**src/rtl/lm_sm_sequencer_pkg.sv**
```systemverilog
`default_nettype none
// ============================================================================
//  Module      : lm_sm_sequencer_pkg
//  Description : Shared constants and types for the LM/SM micro-op sequencer.
//                Holds the LM/SM opcode values, the register-mask and
//                register-index widths, and the sequencer state encoding.
//  Revision    : 1.0  initial release
// ============================================================================
package lm_sm_sequencer_pkg;

  // One mask bit per architectural register R0..R7.
  localparam int MASKW = 8;
  // Width of an architectural register index.
  localparam int REGW  = 3;

  // Major opcodes of the load/store-multiple instructions.
  localparam logic [3:0] OPC_LM = 4'b0110;
  localparam logic [3:0] OPC_SM = 4'b0111;

  typedef enum logic [0:0] {
    ST_IDLE   = 1'b0,
    ST_EXPAND = 1'b1
  } state_t;

endpackage : lm_sm_sequencer_pkg
`default_nettype wire

```
**src/rtl/lm_sm_sequencer_if.sv**
```systemverilog
`default_nettype none
// ============================================================================
//  Module      : lm_sm_sequencer_if
//  Description : Decoder-side instruction request, ID/RR enable and flush,
//                plus the micro-op output bundle of the LM/SM sequencer.
//                master : instruction decoder / ID-RR side
//                slave  : lm_sm_sequencer
//  Ports (signals)
//    in_valid, in_LM, in_SM, in_base, in_mask, in_PC, in_PC_plus : request
//    downstream_ready : ID/RR enable, flush : branch-redirect kill
//    in_ready, stall_fetch : sequencer status
//    uop_valid, uop_LM, uop_SM, uop_reg, uop_base, uop_offset, uop_last,
//    uop_PC, uop_PC_plus : registered micro-op
//  Revision    : 1.0  initial release
// ============================================================================
interface lm_sm_sequencer_if
  import lm_sm_sequencer_pkg::*;
#(
  parameter int DW = 16
) ();

  logic             in_valid;
  logic             in_LM;
  logic             in_SM;
  logic [REGW-1:0]  in_base;
  logic [MASKW-1:0] in_mask;
  logic [DW-1:0]    in_PC;
  logic [DW-1:0]    in_PC_plus;
  logic             downstream_ready;
  logic             flush;

  logic             in_ready;
  logic             stall_fetch;
  logic             uop_valid;
  logic             uop_LM;
  logic             uop_SM;
  logic [REGW-1:0]  uop_reg;
  logic [REGW-1:0]  uop_base;
  logic [DW-1:0]    uop_offset;
  logic             uop_last;
  logic [DW-1:0]    uop_PC;
  logic [DW-1:0]    uop_PC_plus;

  modport master (
    output in_valid, in_LM, in_SM, in_base, in_mask, in_PC, in_PC_plus,
    output downstream_ready, flush,
    input  in_ready, stall_fetch,
    input  uop_valid, uop_LM, uop_SM, uop_reg, uop_base, uop_offset,
    input  uop_last, uop_PC, uop_PC_plus
  );

  modport slave (
    input  in_valid, in_LM, in_SM, in_base, in_mask, in_PC, in_PC_plus,
    input  downstream_ready, flush,
    output in_ready, stall_fetch,
    output uop_valid, uop_LM, uop_SM, uop_reg, uop_base, uop_offset,
    output uop_last, uop_PC, uop_PC_plus
  );

endinterface : lm_sm_sequencer_if
`default_nettype wire

```
**src/rtl/lm_sm_sequencer_lowest_set_bit8.sv**
```systemverilog
`default_nettype none
// ============================================================================
//  Module      : lowest_set_bit8
//  Description : Combinational 8-bit priority encoder, lowest bit wins.
//  Ports
//    mask         in  8  candidate bits
//    index        out 3  position of the lowest set bit (0 when none)
//    found        out 1  at least one bit set
//    mask_cleared out 8  mask with the lowest set bit removed
//  Revision    : 1.0  initial release
// ============================================================================
module lowest_set_bit8
  import lm_sm_sequencer_pkg::*;
(
  input  wire logic [MASKW-1:0] mask,
  output logic      [REGW-1:0]  index,
  output logic                  found,
  output logic      [MASKW-1:0] mask_cleared
);

  always_comb begin
    index = '0;
    // Scan high to low so the lowest set bit is the last one written.
    for (int i = MASKW - 1; i >= 0; i--) begin
      if (mask[i]) begin
        index = REGW'(i);
      end
    end
  end

  assign found        = |mask;
  // x & (x-1) drops exactly the lowest set bit.
  assign mask_cleared = mask & (mask - MASKW'(1));

endmodule : lowest_set_bit8
`default_nettype wire

```
**src/rtl/lm_sm_sequencer.sv**
```systemverilog
`default_nettype none
// ============================================================================
//  Module      : lm_sm_sequencer
//  Description : Expands an LM/SM instruction into one micro-op per set mask
//                bit, lowest register first, feeding the ID/RR register.
//                Fetch/decode is stalled while further micro-ops remain.
//  Ports
//    clock  in  1  rising-edge clock
//    clear  in  1  asynchronous active-low reset
//    bus    slave modport of lm_sm_sequencer_if (request, ready, flush,
//           status and registered micro-op outputs)
//  Revision    : 1.0  initial release
// ============================================================================
module lm_sm_sequencer
  import lm_sm_sequencer_pkg::*;
#(
  parameter int DW = 16
) (
  input  wire logic           clock,
  input  wire logic           clear,
  lm_sm_sequencer_if.slave    bus
);

  state_t           r_state, w_nxt_state;
  logic [MASKW-1:0] r_remaining, w_nxt_remaining;

  logic             r_uop_valid,   w_nxt_uop_valid;
  logic             r_uop_lm,      w_nxt_uop_lm;
  logic             r_uop_sm,      w_nxt_uop_sm;
  logic [REGW-1:0]  r_uop_reg,     w_nxt_uop_reg;
  logic [REGW-1:0]  r_uop_base,    w_nxt_uop_base;
  logic [DW-1:0]    r_uop_offset,  w_nxt_uop_offset;
  logic             r_uop_last,    w_nxt_uop_last;
  logic [DW-1:0]    r_uop_pc,      w_nxt_uop_pc;
  logic [DW-1:0]    r_uop_pc_plus, w_nxt_uop_pc_plus;

  logic [MASKW-1:0] w_pe_in;
  logic [REGW-1:0]  w_pe_index;
  logic             w_pe_found;
  logic [MASKW-1:0] w_pe_cleared;
  logic             w_legal;

  // While idle the encoder looks at the incoming mask for the first
  // micro-op; during expansion it walks the remaining mask.
  assign w_pe_in = (r_state == ST_IDLE) ? bus.in_mask : r_remaining;

  lowest_set_bit8 u_pe (
    .mask         (w_pe_in),
    .index        (w_pe_index),
    .found        (w_pe_found),
    .mask_cleared (w_pe_cleared)
  );

  // Exactly one of LM/SM and a non-empty mask; anything else is consumed
  // without producing a micro-op.
  assign w_legal = (bus.in_LM ^ bus.in_SM) & w_pe_found;

  always_comb begin
    w_nxt_state       = r_state;
    w_nxt_remaining   = r_remaining;
    w_nxt_uop_valid   = r_uop_valid;
    w_nxt_uop_lm      = r_uop_lm;
    w_nxt_uop_sm      = r_uop_sm;
    w_nxt_uop_reg     = r_uop_reg;
    w_nxt_uop_base    = r_uop_base;
    w_nxt_uop_offset  = r_uop_offset;
    w_nxt_uop_last    = r_uop_last;
    w_nxt_uop_pc      = r_uop_pc;
    w_nxt_uop_pc_plus = r_uop_pc_plus;

    if (bus.flush) begin
      // Redirect beats both stalls and a simultaneous accept.
      w_nxt_state     = ST_IDLE;
      w_nxt_remaining = '0;
      w_nxt_uop_valid = 1'b0;
      w_nxt_uop_last  = 1'b0;
    end else if (bus.downstream_ready) begin
      case (r_state)
        ST_IDLE: begin
          w_nxt_uop_valid = 1'b0;
          if (bus.in_valid && w_legal) begin
            w_nxt_uop_valid   = 1'b1;
            w_nxt_uop_lm      = bus.in_LM;
            w_nxt_uop_sm      = bus.in_SM;
            w_nxt_uop_reg     = w_pe_index;
            w_nxt_uop_base    = bus.in_base;
            w_nxt_uop_offset  = '0;
            w_nxt_uop_pc      = bus.in_PC;
            w_nxt_uop_pc_plus = bus.in_PC_plus;
            w_nxt_remaining   = w_pe_cleared;
            w_nxt_uop_last    = (w_pe_cleared == '0);
            w_nxt_state       = (w_pe_cleared == '0) ? ST_IDLE : ST_EXPAND;
          end
        end
        ST_EXPAND: begin
          w_nxt_uop_valid  = 1'b1;
          w_nxt_uop_reg    = w_pe_index;
          w_nxt_uop_offset = r_uop_offset + DW'(1);
          w_nxt_remaining  = w_pe_cleared;
          w_nxt_uop_last   = (w_pe_cleared == '0);
          w_nxt_state      = (w_pe_cleared == '0) ? ST_IDLE : ST_EXPAND;
        end
        default: begin
          w_nxt_state = ST_IDLE;
        end
      endcase
    end
  end

  always_ff @(posedge clock or negedge clear) begin
    if (!clear) begin
      r_state <= ST_IDLE;
    end else begin
      r_state <= w_nxt_state;
    end
  end

  always_ff @(posedge clock or negedge clear) begin
    if (!clear) begin
      r_remaining   <= '0;
      r_uop_valid   <= 1'b0;
      r_uop_lm      <= 1'b0;
      r_uop_sm      <= 1'b0;
      r_uop_reg     <= '0;
      r_uop_base    <= '0;
      r_uop_offset  <= '0;
      r_uop_last    <= 1'b0;
      r_uop_pc      <= '0;
      r_uop_pc_plus <= '0;
    end else begin
      r_remaining   <= w_nxt_remaining;
      r_uop_valid   <= w_nxt_uop_valid;
      r_uop_lm      <= w_nxt_uop_lm;
      r_uop_sm      <= w_nxt_uop_sm;
      r_uop_reg     <= w_nxt_uop_reg;
      r_uop_base    <= w_nxt_uop_base;
      r_uop_offset  <= w_nxt_uop_offset;
      r_uop_last    <= w_nxt_uop_last;
      r_uop_pc      <= w_nxt_uop_pc;
      r_uop_pc_plus <= w_nxt_uop_pc_plus;
    end
  end

  assign bus.in_ready    = (r_state == ST_IDLE);
  assign bus.stall_fetch = (r_state == ST_EXPAND);
  assign bus.uop_valid   = r_uop_valid;
  assign bus.uop_LM      = r_uop_lm;
  assign bus.uop_SM      = r_uop_sm;
  assign bus.uop_reg     = r_uop_reg;
  assign bus.uop_base    = r_uop_base;
  assign bus.uop_offset  = r_uop_offset;
  assign bus.uop_last    = r_uop_last;
  assign bus.uop_PC      = r_uop_pc;
  assign bus.uop_PC_plus = r_uop_pc_plus;

endmodule : lm_sm_sequencer
`default_nettype wire

```
**src/flat_wrapper.sv**
```systemverilog
// flat-port wrapper written by rule: the top's interface ports become plain ports
module lm_sm_sequencer_flat import lm_sm_sequencer_pkg::*;
#(
  parameter int DW = 16
)
  (clock, clear, bus_in_valid, bus_in_LM, bus_in_SM, bus_in_base, bus_in_mask, bus_in_PC, bus_in_PC_plus, bus_downstream_ready, bus_flush, bus_in_ready, bus_stall_fetch, bus_uop_valid, bus_uop_LM, bus_uop_SM, bus_uop_reg, bus_uop_base, bus_uop_offset, bus_uop_last, bus_uop_PC, bus_uop_PC_plus);
  lm_sm_sequencer_if #(.DW(DW)) bus_i ();
  input  wire logic clock;
  input  wire logic clear;
  input wire logic [$bits(bus_i.in_valid)-1:0] bus_in_valid;
  input wire logic [$bits(bus_i.in_LM)-1:0] bus_in_LM;
  input wire logic [$bits(bus_i.in_SM)-1:0] bus_in_SM;
  input wire logic [$bits(bus_i.in_base)-1:0] bus_in_base;
  input wire logic [$bits(bus_i.in_mask)-1:0] bus_in_mask;
  input wire logic [$bits(bus_i.in_PC)-1:0] bus_in_PC;
  input wire logic [$bits(bus_i.in_PC_plus)-1:0] bus_in_PC_plus;
  input wire logic [$bits(bus_i.downstream_ready)-1:0] bus_downstream_ready;
  input wire logic [$bits(bus_i.flush)-1:0] bus_flush;
  output wire logic [$bits(bus_i.in_ready)-1:0] bus_in_ready;
  output wire logic [$bits(bus_i.stall_fetch)-1:0] bus_stall_fetch;
  output wire logic [$bits(bus_i.uop_valid)-1:0] bus_uop_valid;
  output wire logic [$bits(bus_i.uop_LM)-1:0] bus_uop_LM;
  output wire logic [$bits(bus_i.uop_SM)-1:0] bus_uop_SM;
  output wire logic [$bits(bus_i.uop_reg)-1:0] bus_uop_reg;
  output wire logic [$bits(bus_i.uop_base)-1:0] bus_uop_base;
  output wire logic [$bits(bus_i.uop_offset)-1:0] bus_uop_offset;
  output wire logic [$bits(bus_i.uop_last)-1:0] bus_uop_last;
  output wire logic [$bits(bus_i.uop_PC)-1:0] bus_uop_PC;
  output wire logic [$bits(bus_i.uop_PC_plus)-1:0] bus_uop_PC_plus;
  assign bus_i.in_valid = bus_in_valid;
  assign bus_i.in_LM = bus_in_LM;
  assign bus_i.in_SM = bus_in_SM;
  assign bus_i.in_base = bus_in_base;
  assign bus_i.in_mask = bus_in_mask;
  assign bus_i.in_PC = bus_in_PC;
  assign bus_i.in_PC_plus = bus_in_PC_plus;
  assign bus_i.downstream_ready = bus_downstream_ready;
  assign bus_i.flush = bus_flush;
  assign bus_in_ready = bus_i.in_ready;
  assign bus_stall_fetch = bus_i.stall_fetch;
  assign bus_uop_valid = bus_i.uop_valid;
  assign bus_uop_LM = bus_i.uop_LM;
  assign bus_uop_SM = bus_i.uop_SM;
  assign bus_uop_reg = bus_i.uop_reg;
  assign bus_uop_base = bus_i.uop_base;
  assign bus_uop_offset = bus_i.uop_offset;
  assign bus_uop_last = bus_i.uop_last;
  assign bus_uop_PC = bus_i.uop_PC;
  assign bus_uop_PC_plus = bus_i.uop_PC_plus;
  lm_sm_sequencer #(.DW(DW)) u_core (.clock(clock), .clear(clear), .bus(bus_i));
endmodule
```
**config.mk**
```make
export PLATFORM = sky130hd
export DESIGN_NAME = lm_sm_sequencer_flat
export DESIGN_NICKNAME = d
export VERILOG_FILES = /design/src/rtl/lm_sm_sequencer_pkg.sv /design/src/rtl/lm_sm_sequencer_if.sv /design/src/rtl/lm_sm_sequencer_lowest_set_bit8.sv /design/src/rtl/lm_sm_sequencer.sv /design/src/flat_wrapper.sv
export SDC_FILE = /design/constraint.sdc
export NUM_CORES = 1
export LEC_CHECK = 0
export ABC_AREA = 1
export ABC_CLOCK_PERIOD_IN_PS = 3900
export BUFFER_PORTS_ARGS = -buffer_cell sky130_fd_sc_hd__buf_2
export CORE_ASPECT_RATIO = 1.25
export CORE_MARGIN = 5
export CORE_UTILIZATION = 55
export CTS_CLUSTER_DIAMETER = 120
export DETAILED_ROUTE_END_ITERATION = 8
export PLACE_DENSITY = 0.86
export SYNTH_ARGS = -nofsm -noshare
export SYNTH_HDL_FRONTEND = slang
export SYNTH_SLANG_ARGS = --single-unit
```
**constraint.sdc**
```tcl
create_clock -name clock -period 3.9 [get_ports clock]
set_input_delay 0.78 -clock clock [delete_from_list [all_inputs] [get_ports clock]]
set_output_delay 0.78 -clock clock [all_outputs]
set_load 0.01 [all_outputs]
```
==> results of run 1 <==
-- cell families after synthesis --
group                      Yosys count  share of synthesized area [%]
DFF                                 66                           49.4
adders and majority gates            1                          0.374
AOI/OAI and AO/OA                   24                           4.00
buffers and inverters               52                           8.04
and+or+nand+nor                    287                           35.9
xor gates and xnor gates             9                           2.36
-- through the flow --
stage               utilization [%]  setup WS [ps]  hold WS, ps
finish                         70.1           1100          471
global route                   70.1            825          494
CTS                            70.1           1130          478
detailed placement             66.4           1150          460
global placement               66.4           1320          458
floorplan                         -           1950          442
-- area by class of cell --
cell class | instances | area, um2 | area share (%)
clock inverter | 6 | 88.8 | 2.16
timing repair buffer | 112 | 568 | 13.8
multi-input combinational | 321 | 1430 | 34.7
antenna | 1 | 2.50 | 0.0609
inverter | 37 | 141 | 3.44
tap | 82 | 103 | 2.50
sequential | 66 | 1650 | 40.2
clock buffer | 10 | 128 | 3.11
-- cell usage after synthesis (all sizes together) --
cell type  number
a21oi           6
and2            1
buf            14
clkbuf          1
dfrtp          66
ha              1
inv            37
nand2         227
nand3          14
nand3b          2
nand4           8
nor2           28
nor3            7
o21ai          17
o21bai          1
xor2            9
-- layer usage --
layer | vias to the layer above | share of wire, % | wire length, um | global-route usage [%]
met1 | 1462 | 40 | 3410 | 28.5
met3 | 28 | 5.4 | 461 | 4.55
met4 | 0 | 4.1 | 354 | 13.0
met2 | 107 | 51 | 4380 | 40.3
met5 | - | 0 | 0 | 0
li1 | 1561 | - | - | -
-- critical path, delay by kind of cell, from the launching register on --
family                 cells  cell delay (ps)
and+or+nand+nor            7              980
DFF                        1              730
buffers and inverters      3              960
-- how the worst min path moves through the flow --
stage                                                  endpoint  slack (ps)  cells past startpoint
after floorplan               u_core.r_remaining[2]$_DFFE_PN0P_         440                      2
after global placement    u_core.bus.uop_PC_plus[6]$_DFFE_PN0P_         460                      2
after detailed placement      u_core.r_remaining[3]$_DFFE_PN0P_         460                      2
after CTS                     u_core.r_remaining[3]$_DFFE_PN0P_         480                      2
after global routing           u_core.bus.uop_PC[1]$_DFFE_PN0P_         490                      2
final                         u_core.r_remaining[3]$_DFFE_PN0P_         470                      2
-- power by group --
group | switching (mW) | leakage [nW] | internal, mW
registers | 0.0713 | 0.864 | 0.793
logic | 0.246 | 1.37 | 0.161
clock network | 0.274 | 0.103 | 0.361
==> impl_results.md, run 1 <==
- Dpl cells: 618
- Pre-antenna DRT Iters: 4
- Gp weighted congestion: 0.891
- Worst path cell trace: inv_4 > nand2_1 > nand3_2 > nor2_2 > nand2_2 > nand4_2 > buf_4 > inv_2 > nand2_1 > nand2_1
- Num rows: 31
- Fin crit period: 2800 ps
- Leak pwr: 2.34 nW
- Initial antenna violation count: 1
- Number of fill cells: between 400 and 500
- Most common cell after layout, fill and taps aside: nand2_1
- Drt total wl: about 8600 um
- Mapped Nets: 490
- I/O pins: 110
- Worst Setup Start Kind: register
- Yosys warning count: 0
- Non-Filler Instances: roughly 640
- Clk sink count: 66
- H-Tree Depth: 3
- Worst-Margin Slew: 1060 ps
- Vias per cell: between 4 and 5
- Register area share after synthesis: 49.4%
- CP max-delay cell: dfrtp_1
- Vias in the first global route: around 3200
- Pwr Total: between 1.5 and 2 mW
- Syn_area_per_cell: 7.62 um2
- Crit path launch: u_core.bus.stall_fetch$_DFFE_PN0P_
- RSZ-0062 raised after global routing: no
- TNS Setup: 0 ps
- Flop2flop setup slack: roughly 1100 ps
- Buffers on Ports: about 110
- Worst-Skew Late Latency: between 300 and 400 ps
- Status: finished, final reports clean
- DRT iter0 DRCs: 219
- First-pass GRT wire length: 14700 um
- Slew HR: 29.2%
- Power Dens Cells: between 400 and 500 mW/mm2
- Req. time, crit path: ~4100 ps
- Most frequent CP cell: nand2_1
- Post-synth top area share: between 40% and 50%
- Root Buffer: clkbuf_8
- Area leader, netlist: dfrtp_1
- Nets: between 500 and 600
- Final setup fails: 0
- Die height: around 100 um
- #FFs+latches synth: between 60 and 70
- Reg2reg end: u_core.bus.uop_PC_plus[8]$_DFFE_PN0P_
- Worst R2R Path Depth: 10
- Max-Cap Viols: 0
- Skew final: 8.21 ps
- Synth area leaders: dfrtp_1 (49%), nand2_1 (24%), inv_1 (3.9%)
- Synth Cell Area: 0.00335 mm2
- Wire length per cell: between 10 and 15 um
- GRT Util Overall: around a quarter
- Post-route cell area: ~0.0041 mm2
- DP HPWL: 6350 um
- Final ANT Viol Nets: 0
- HP Class: reg2reg
- Share of post-route cells with drive strength above 1: a little over a quarter
- Fmax: 357 MHz
- DR vias: between 3000 and 4000
- Critical register-to-register path startpoint: u_core.bus.stall_fetch$_DFFE_PN0P_
- CTS tree: done
- DRC errors left: 0
- CP arrival: 3040 ps
- Hold_sp: u_core.r_remaining[3]$_DFFE_PN0P_
- Most frequent cells in the layout: nand2_1 (213), buf_2 (109), dfrtp_1 (66)
- Critical path destination: u_core.bus.uop_PC_plus[8]$_DFFE_PN0P_
- Cells after synthesis: between 400 and 500
- Synth-to-Final Area Change: 22.8%
- Crit path largest cell delay: between 700 and 800 ps
- Cell Area, Placed: 0.00389 mm2
- Hold violation total from the final report: 0
- Critical Path Sink Type: register
- CP max FO: 40
- Num CTS Buffers: 9
- Number of library cell types mapped by synthesis: 28
- Largest net degree at the start of global routing: 50
- Post-CTS resize count: 0
- Post-CTS Hold Buffers: 0
- Die area: 0.00775 mm2
- Starting Density: between 50% and 60%
- Fin. max-slew vios: 0
- Post-CTS Setup Bufs: 0
- CTS clk-pin slew, worst paths: around 70 ps
- Worst vdd ir: 332 uV
- CTS max path bufs: 2
- Grt ovf: 0
- Core area: 0.00586 mm2
- Final period util: between 70% and 80%
- Setup CP Type: reg2reg
- Die width: ~80 um
(Power assumes the default switching activity.)
==> run 2, diff against run 1 <==
--- a/config.mk
+++ b/config.mk
@@ -6,14 +6,14 @@
 export NUM_CORES = 1
 export LEC_CHECK = 0
 export ABC_AREA = 1
-export ABC_CLOCK_PERIOD_IN_PS = 3900
+export ABC_CLOCK_PERIOD_IN_PS = 2400
 export BUFFER_PORTS_ARGS = -buffer_cell sky130_fd_sc_hd__buf_2
 export CORE_ASPECT_RATIO = 1.25
 export CORE_MARGIN = 5
-export CORE_UTILIZATION = 55
+export CORE_UTILIZATION = 46
 export CTS_CLUSTER_DIAMETER = 120
 export DETAILED_ROUTE_END_ITERATION = 8
-export PLACE_DENSITY = 0.86
+export PLACE_DENSITY = 0.77
 export SYNTH_ARGS = -nofsm -noshare
 export SYNTH_HDL_FRONTEND = slang
 export SYNTH_SLANG_ARGS = --single-unit
==> constraint.sdc (replaced) <==
create_clock -name clock -period 2.4 [get_ports clock]
set_input_delay 0.48 -clock clock [delete_from_list [all_inputs] [get_ports clock]]
set_output_delay 0.48 -clock clock [all_outputs]
set_load 0.01 [all_outputs]
==> run 2 against run 1 <==
Against the previous run: setup slack worse by 620 ps; die area increased by 17%; critical path type unchanged; clock power increased by 48%; combinational power rose by 63%; global-route usage decreased by 4.9 points; largest cell class unchanged; routed wire length down 4.4%; first-iteration DRC count fell by 43%.
==> impl_results.md, run 2 (synthesis results as in run 1) <==
- I/O pins: 110 (unchanged)
- Num CTS Buffers: 9 (unchanged)
- Final ANT Viol Nets: 0 (unchanged)
- Worst Setup Start Kind: register
- Worst-Skew Late Latency: 340 ps (about the same)
- Status: finished, final reports clean
- Post-CTS Hold Buffers: 0 (unchanged)
- Hold violation total from the final report: 0 (unchanged)
- DR vias: 3089 (-2.2%)
- Root Buffer: clkbuf_8
- Grt ovf: 0 (unchanged)
- Cell Area, Placed: 0.00394 mm2 (+1.4%)
- Max-Cap Viols: 0 (unchanged)
- CP max FO: 35 (-13%)
- Synth-to-Final Area Change: 23.8%
- Nets: 602 (+0.67%)
- Worst vdd ir: 543 uV (+64%)
- Critical Path Sink Type: register
- Initial antenna violation count: 0 (-1)
- Core area: 0.00702 mm2 (+20%)
- TNS Setup: 0 ps (unchanged)
- Power Dens Cells: 723 mW/mm2 (+56%)
- Pre-antenna DRT Iters: 4 (unchanged)
- Buffers on Ports: 109 (unchanged)
- Skew final: 11.5 ps (+3.34 ps)
- Drt total wl: 8230 um (-4.4%)
- CTS clk-pin slew, worst paths: 80 ps (about the same)
- First-pass GRT wire length: 13900 um (-5.3%)
- Starting Density: 47.7% (-9.5 points)
- Most frequent cells in the layout: nand2_1 (213), buf_2 (109), dfrtp_1 (66)
- Die width: 86.3 um (+8.2%)
- Most common cell after layout, fill and taps aside: nand2_1
- DP HPWL: 6250 um (-1.7%)
- Post-CTS Setup Bufs: 0 (unchanged)
- Largest net degree at the start of global routing: 67 (+34%)
- RSZ-0062 raised after global routing: no
- Post-CTS resize count: 0 (unchanged)
- H-Tree Depth: 3 (unchanged)
- Sequential cell area: 0.00165 mm2 (unchanged)
- CTS max path bufs: 2 (unchanged)
- CP arrival: 2210 ps (-830 ps)
- Footprint of the multi-input gates: 0.00143 mm2 (unchanged)
- Share of post-route cells with drive strength above 1: 27.5% (+0.71 points)
- DRT iter0 DRCs: 125 (-43%)
- Leak pwr: 2.36 nW (+0.90%)
- Worst-Margin Slew: 570 ps (-492 ps)
- Die height: 105 um (+8.4%)
- Final period util: 80.1% (+8.2 points)
- Wire length per cell: 12.7 um (-6.0%)
- CTS tree: done
- DRC errors left: 0 (unchanged)
- Ant. Diodes: 0 (-1)
- Fin crit period: 1920 ps (-882 ps)
- Number of fill cells: 663 (+38%)
- Final setup fails: 0 (unchanged)
- GRT Util Overall: 19.1% (-4.9 points)
- Gp weighted congestion: 0.889 (-0.29%)
- Num rows: 34 (+9.7%)
- Vias per cell: 4.78 (-3.9%)
- Fin. max-slew vios: 0 (unchanged)
- Post-route cell area: 0.00414 mm2 (+0.85%)
- Slew HR: 62.0% (+33 points)
- HP Class: in2async
- Clk sink count: 66 (unchanged)
- Vias in the first global route: 3019 (-5.6%)
- Die area: 0.00909 mm2 (+17%)
- Fmax: 520 MHz (+46%)
- Setup CP Type: reg2reg
- Req. time, crit path: 2680 ps (-1450 ps)
## run 2: area by class of cell
type / instances / area share, %
Inverter: 37 / 3.41
Multi-Input combinational cell: 321 / 34.4
Clock buffer: 9 / 2.99
Timing Repair Buffer: 116 / 14.7
Tap cell: 90 / 2.72
Clock inverter: 7 / 1.87
Sequential cell: 66 / 39.9
## run 2: path summary, 6_finish.rpt
path	from	slack, ps	to	cells after the start
max	u_core.bus.stall_fetch$_DFFE_PN0P_	480	u_core.bus.uop_base[1]$_DFFE_PN0P_	10
min	clear	130	u_core.bus.uop_offset[0]$_DFFE_PN0P_	2
max reg2reg	u_core.bus.stall_fetch$_DFFE_PN0P_	480	u_core.bus.uop_base[1]$_DFFE_PN0P_	10
min reg2reg	u_core.bus.uop_PC[5]$_DFFE_PN0P_	480	u_core.bus.uop_PC[5]$_DFFE_PN0P_	2
max in group asynchronous	clear	1980	u_core.bus.uop_last$_DFFE_PN0P_	2
min in group clock	bus_in_PC_plus[0]	320	u_core.bus.uop_PC_plus[0]$_DFFE_PN0P_	3
## run 2: power breakdown
part / internal [mW] / switching (mW)
logic: 0.269 / 0.393
registers: 1.29 / 0.105
clock network: 0.488 / 0.450
## run 2: worst max-delay path: stages, from the launching register on
cell,delay [ps]
dfrtp_1,510
inv_4,120
nand2_1,80
nand2_1,100
nand2_1,130
nor2_2,70
nand2_2,90
nand4_2,110
inv_2,460
nand2_1,110
nand2_1,90
## run 2: through the flow
step / setup slack (ps) / total power, mW / cells / hold slack, ps / utilization, %
6_report: 478 / 2.99 / 646 / 131 / 59.0
5_1_grt: 236 / 3.19 / 646 / 167 / 59.0
4_1_cts: 459 / 3.04 / 646 / 151 / 59.0
3_5_place_dp: 471 / 2.09 / 630 / 464 / 56.1
3_3_place_gp: 563 / 2.07 / 630 / 458 / 56.1
2_1_floorplan: 736 / 1.78 / 439 / 184 / -
## run 2: metal layers
layer	vias up	global-route usage, %	part of all wire [%]
met5	-	0	0
met4	0	6.79	1.3
met3	10	5.62	8.1
met2	95	31.9	49
met1	1417	23.5	42
li1	1567	-	-
==> run 3, diff against run 2 <==
--- a/config.mk
+++ b/config.mk
@@ -6,14 +6,14 @@
 export NUM_CORES = 1
 export LEC_CHECK = 0
 export ABC_AREA = 1
-export ABC_CLOCK_PERIOD_IN_PS = 2400
+export ABC_CLOCK_PERIOD_IN_PS = 1800
 export BUFFER_PORTS_ARGS = -buffer_cell sky130_fd_sc_hd__buf_2
 export CORE_ASPECT_RATIO = 1.25
 export CORE_MARGIN = 5
-export CORE_UTILIZATION = 46
+export CORE_UTILIZATION = 51
 export CTS_CLUSTER_DIAMETER = 120
 export DETAILED_ROUTE_END_ITERATION = 8
-export PLACE_DENSITY = 0.77
+export PLACE_DENSITY = 0.8
 export SYNTH_ARGS = -nofsm -noshare
 export SYNTH_HDL_FRONTEND = slang
 export SYNTH_SLANG_ARGS = --single-unit
==> constraint.sdc (replaced) <==
create_clock -name clock -period 1.8 [get_ports clock]
set_input_delay 0.36 -clock clock [delete_from_list [all_inputs] [get_ports clock]]
set_output_delay 0.36 -clock clock [all_outputs]
set_load 0.01 [all_outputs]
==> run 3 against run 2 <==
Against the previous run: via count grew 3.0%; clock power grew 34%; highest routed layer unchanged; power grew 36%; critical path depth grew 1; worst hold slack lost 120 ps; sequential share of layout area shrank 1.5 points; global-route usage grew 3.2 points; non-clock buffer count grew 11; routed wire length grew 4.1%; cell count grew 1.4%; die area shrank 8.8%; sequential power grew 34%.
==> impl_results.md, run 3 (synthesis results as in run 1) <==
- Status: finished, final reports clean
- Hold violation total from the final report: 0 (unchanged)
- Share of post-route cells with drive strength above 1: 29.6% (+2.1 points)
- Critical Path Sink Type: register
- CP arrival: 1950 ps (-260 ps)
- Vias per cell: 4.86 (+1.6%)
- Starting Density: 51.6% (+3.9 points)
- Fin crit period: 1670 ps (-247 ps)
- Drt total wl: 8570 um (+4.1%)
- Slew HR: 70.3% (+8.3 points)
- Pwr Total: 4.07 mW (+36%)
- Buffers on Ports: 109 (unchanged)
- Grt ovf: 0 (unchanged)
- DP HPWL: 6190 um (-0.97%)
- Fmax: 597 MHz (+15%)
- Final period util: 93.0% (+13 points)
- Wire length per cell: 13.1 um (+2.7%)
- DR vias: 3181 (+3.0%)
- First-pass GRT wire length: 14200 um (+2.2%)
- Dpl cells: 634 (+0.63%)
- Initial antenna violation count: 0 (unchanged)
- Reg2reg end: u_core.bus.uop_PC[8]$_DFFE_PN0P_
- Die width: 82.4 um (-4.4%)
- Die height: 101 um (-4.6%)
- Clk sink count: 66 (unchanged)
- Worst-Margin Slew: 442 ps (-127 ps)
- Num CTS Buffers: 9 (unchanged)
- GRT Util Overall: 22.4% (+3.2 points)
- CTS clk-pin slew, worst paths: 80 ps (about the same)
- Final setup fails: 0 (unchanged)
- Most frequent cells in the layout: nand2_1 (213), buf_2 (109), dfrtp_1 (66)
- Flop2flop setup slack: 130 ps (-350 ps)
- RSZ-0062 raised after global routing: yes
- DRT iter0 DRCs: 221 (+77%)
- Finished Core Util: 66.4% (+7.4 points)
- CTS max path bufs: 2 (unchanged)
- Critical register-to-register path startpoint: u_core.bus.stall_fetch$_DFFE_PN0P_
- Synth-to-Final Area Change: 28.6%
- Leak pwr: 2.44 nW (+3.2%)
- I/O pins: 110 (unchanged)
- Gp weighted congestion: 0.922 (+3.7%)
- Worst vdd ir: 636 uV (+17%)
- Req. time, crit path: 2080 ps (-600 ps)
- Worst R2R Path Depth: 11 (+1)
- Setup CP Type: reg2reg
- Post-CTS Hold Buffers: 0 (unchanged)
- Worst-Skew Late Latency: 350 ps (about the same)
- Pre-antenna DRT Iters: 6 (+2)
- Root Buffer: clkbuf_8
- Largest net degree at the start of global routing: 67 (unchanged)
- Fin Hold WS: 11.5 ps (-119 ps)
- Final ANT Viol Nets: 0 (unchanged)
- TNS Setup: 0 ps (unchanged)
- CTS tree: done
- Die area: 0.00829 mm2 (-8.8%)
- Ant. Diodes: 0 (unchanged)
- Non-Filler Instances: 655 (+1.4%)
- DRC errors left: 0 (unchanged)
- HP Class: in2async
- Num rows: 33 (-2.9%)
- Worst Setup Start Kind: register
- Nets: 614 (+2.0%)
- Most common cell after layout, fill and taps aside: nand2_1
- Core area: 0.00648 mm2 (-7.6%)
- CP max FO: 35 (unchanged)
- H-Tree Depth: 3 (unchanged)
- Max-Cap Viols: 0 (unchanged)
- Power Dens Cells: 945 mW/mm2 (+31%)
- Fin. max-slew vios: 0 (unchanged)
- Vias in the first global route: 3093 (+2.5%)
- Skew final: 15.1 ps (+3.52 ps)
[run 3: cell count changes in the layout (fill, tap and decap cells not counted), sizes merged]
cell      change
clkinv        +1
a21oi         +1
buf          +11
clkinvlp      -1
[run 3: worst max path at each step]
stage                                  startpoint                                     to  slack, ps  cells past startpoint
6_report       u_core.bus.stall_fetch$_DFFE_PN0P_       u_core.bus.uop_PC[8]$_DFFE_PN0P_        130                     11
5_1_grt        u_core.bus.stall_fetch$_DFFE_PN0P_  u_core.bus.uop_PC_plus[0]$_DFFE_PN0P_        -30                     11
4_1_cts        u_core.bus.stall_fetch$_DFFE_PN0P_   u_core.bus.uop_offset[9]$_DFFE_PN0P_         40                      9
3_5_place_dp   u_core.bus.stall_fetch$_DFFE_PN0P_   u_core.bus.uop_offset[9]$_DFFE_PN0P_       -110                      9
3_3_place_gp   u_core.bus.stall_fetch$_DFFE_PN0P_        u_core.bus.uop_last$_DFFE_PN0P_         -4                     10
2_1_floorplan  u_core.bus.stall_fetch$_DFFE_PN0P_     u_core.bus.stall_fetch$_DFFE_PN0P_        140                     13
[run 3: timing repair]
item,4_1_cts,5_1_grt
endpoints found under the setup margin,17,30
hold endpoints to repair,0,0
resized for setup,1,7
buffers inserted,0,4
pin swaps,1,2
gates cloned,1,0
[run 3: layout make-up]
type	instances	area (um2)
clock buffers	9	124
well taps	87	109
inverters	37	141
flip-flops and latches	66	1650
repair buffers	127	734
fillers	579	2180
multi-input cells	322	1470
clock inverters	7	75.1
[run 3: layer usage]
metal,vias to the layer above,track usage (%),wire (um)
met1,1472,29.3,3580
met5,-,0,0
met2,93,35.7,4320
li1,1595,-,-
met4,0,8.95,212
met3,21,4.92,454
[run 3: critical path, cell delays in order, from the launching register on]
cell and delay (ps):
dfrtp_1 430, buf_4 180, nand2_1 70, nand2_1 60, nand2_1 110, nor2_2 60
nand2_2 100, nand4_2 150, inv_2 110, buf_12 180, nand2_1 70, nand2_1 70
[run 3: per-stage QoR]
stage          cell area [um2]  setup WS [ps]
6_report                  4300            125
5_1_grt                   4300          -26.2
4_1_cts                   4230           35.3
3_5_place_dp              4020           -109
3_3_place_gp              4020          -3.72
2_1_floorplan             3350            136
[run 3: report_power, final]
part	switching [mW]	total [mW]	internal (mW)	leakage [nW]
clock network	0.608	1.26	0.649	0.104
registers	0.138	1.86	1.72	0.864
logic	0.555	0.954	0.398	1.47
total	1.30	4.07	2.77	2.44
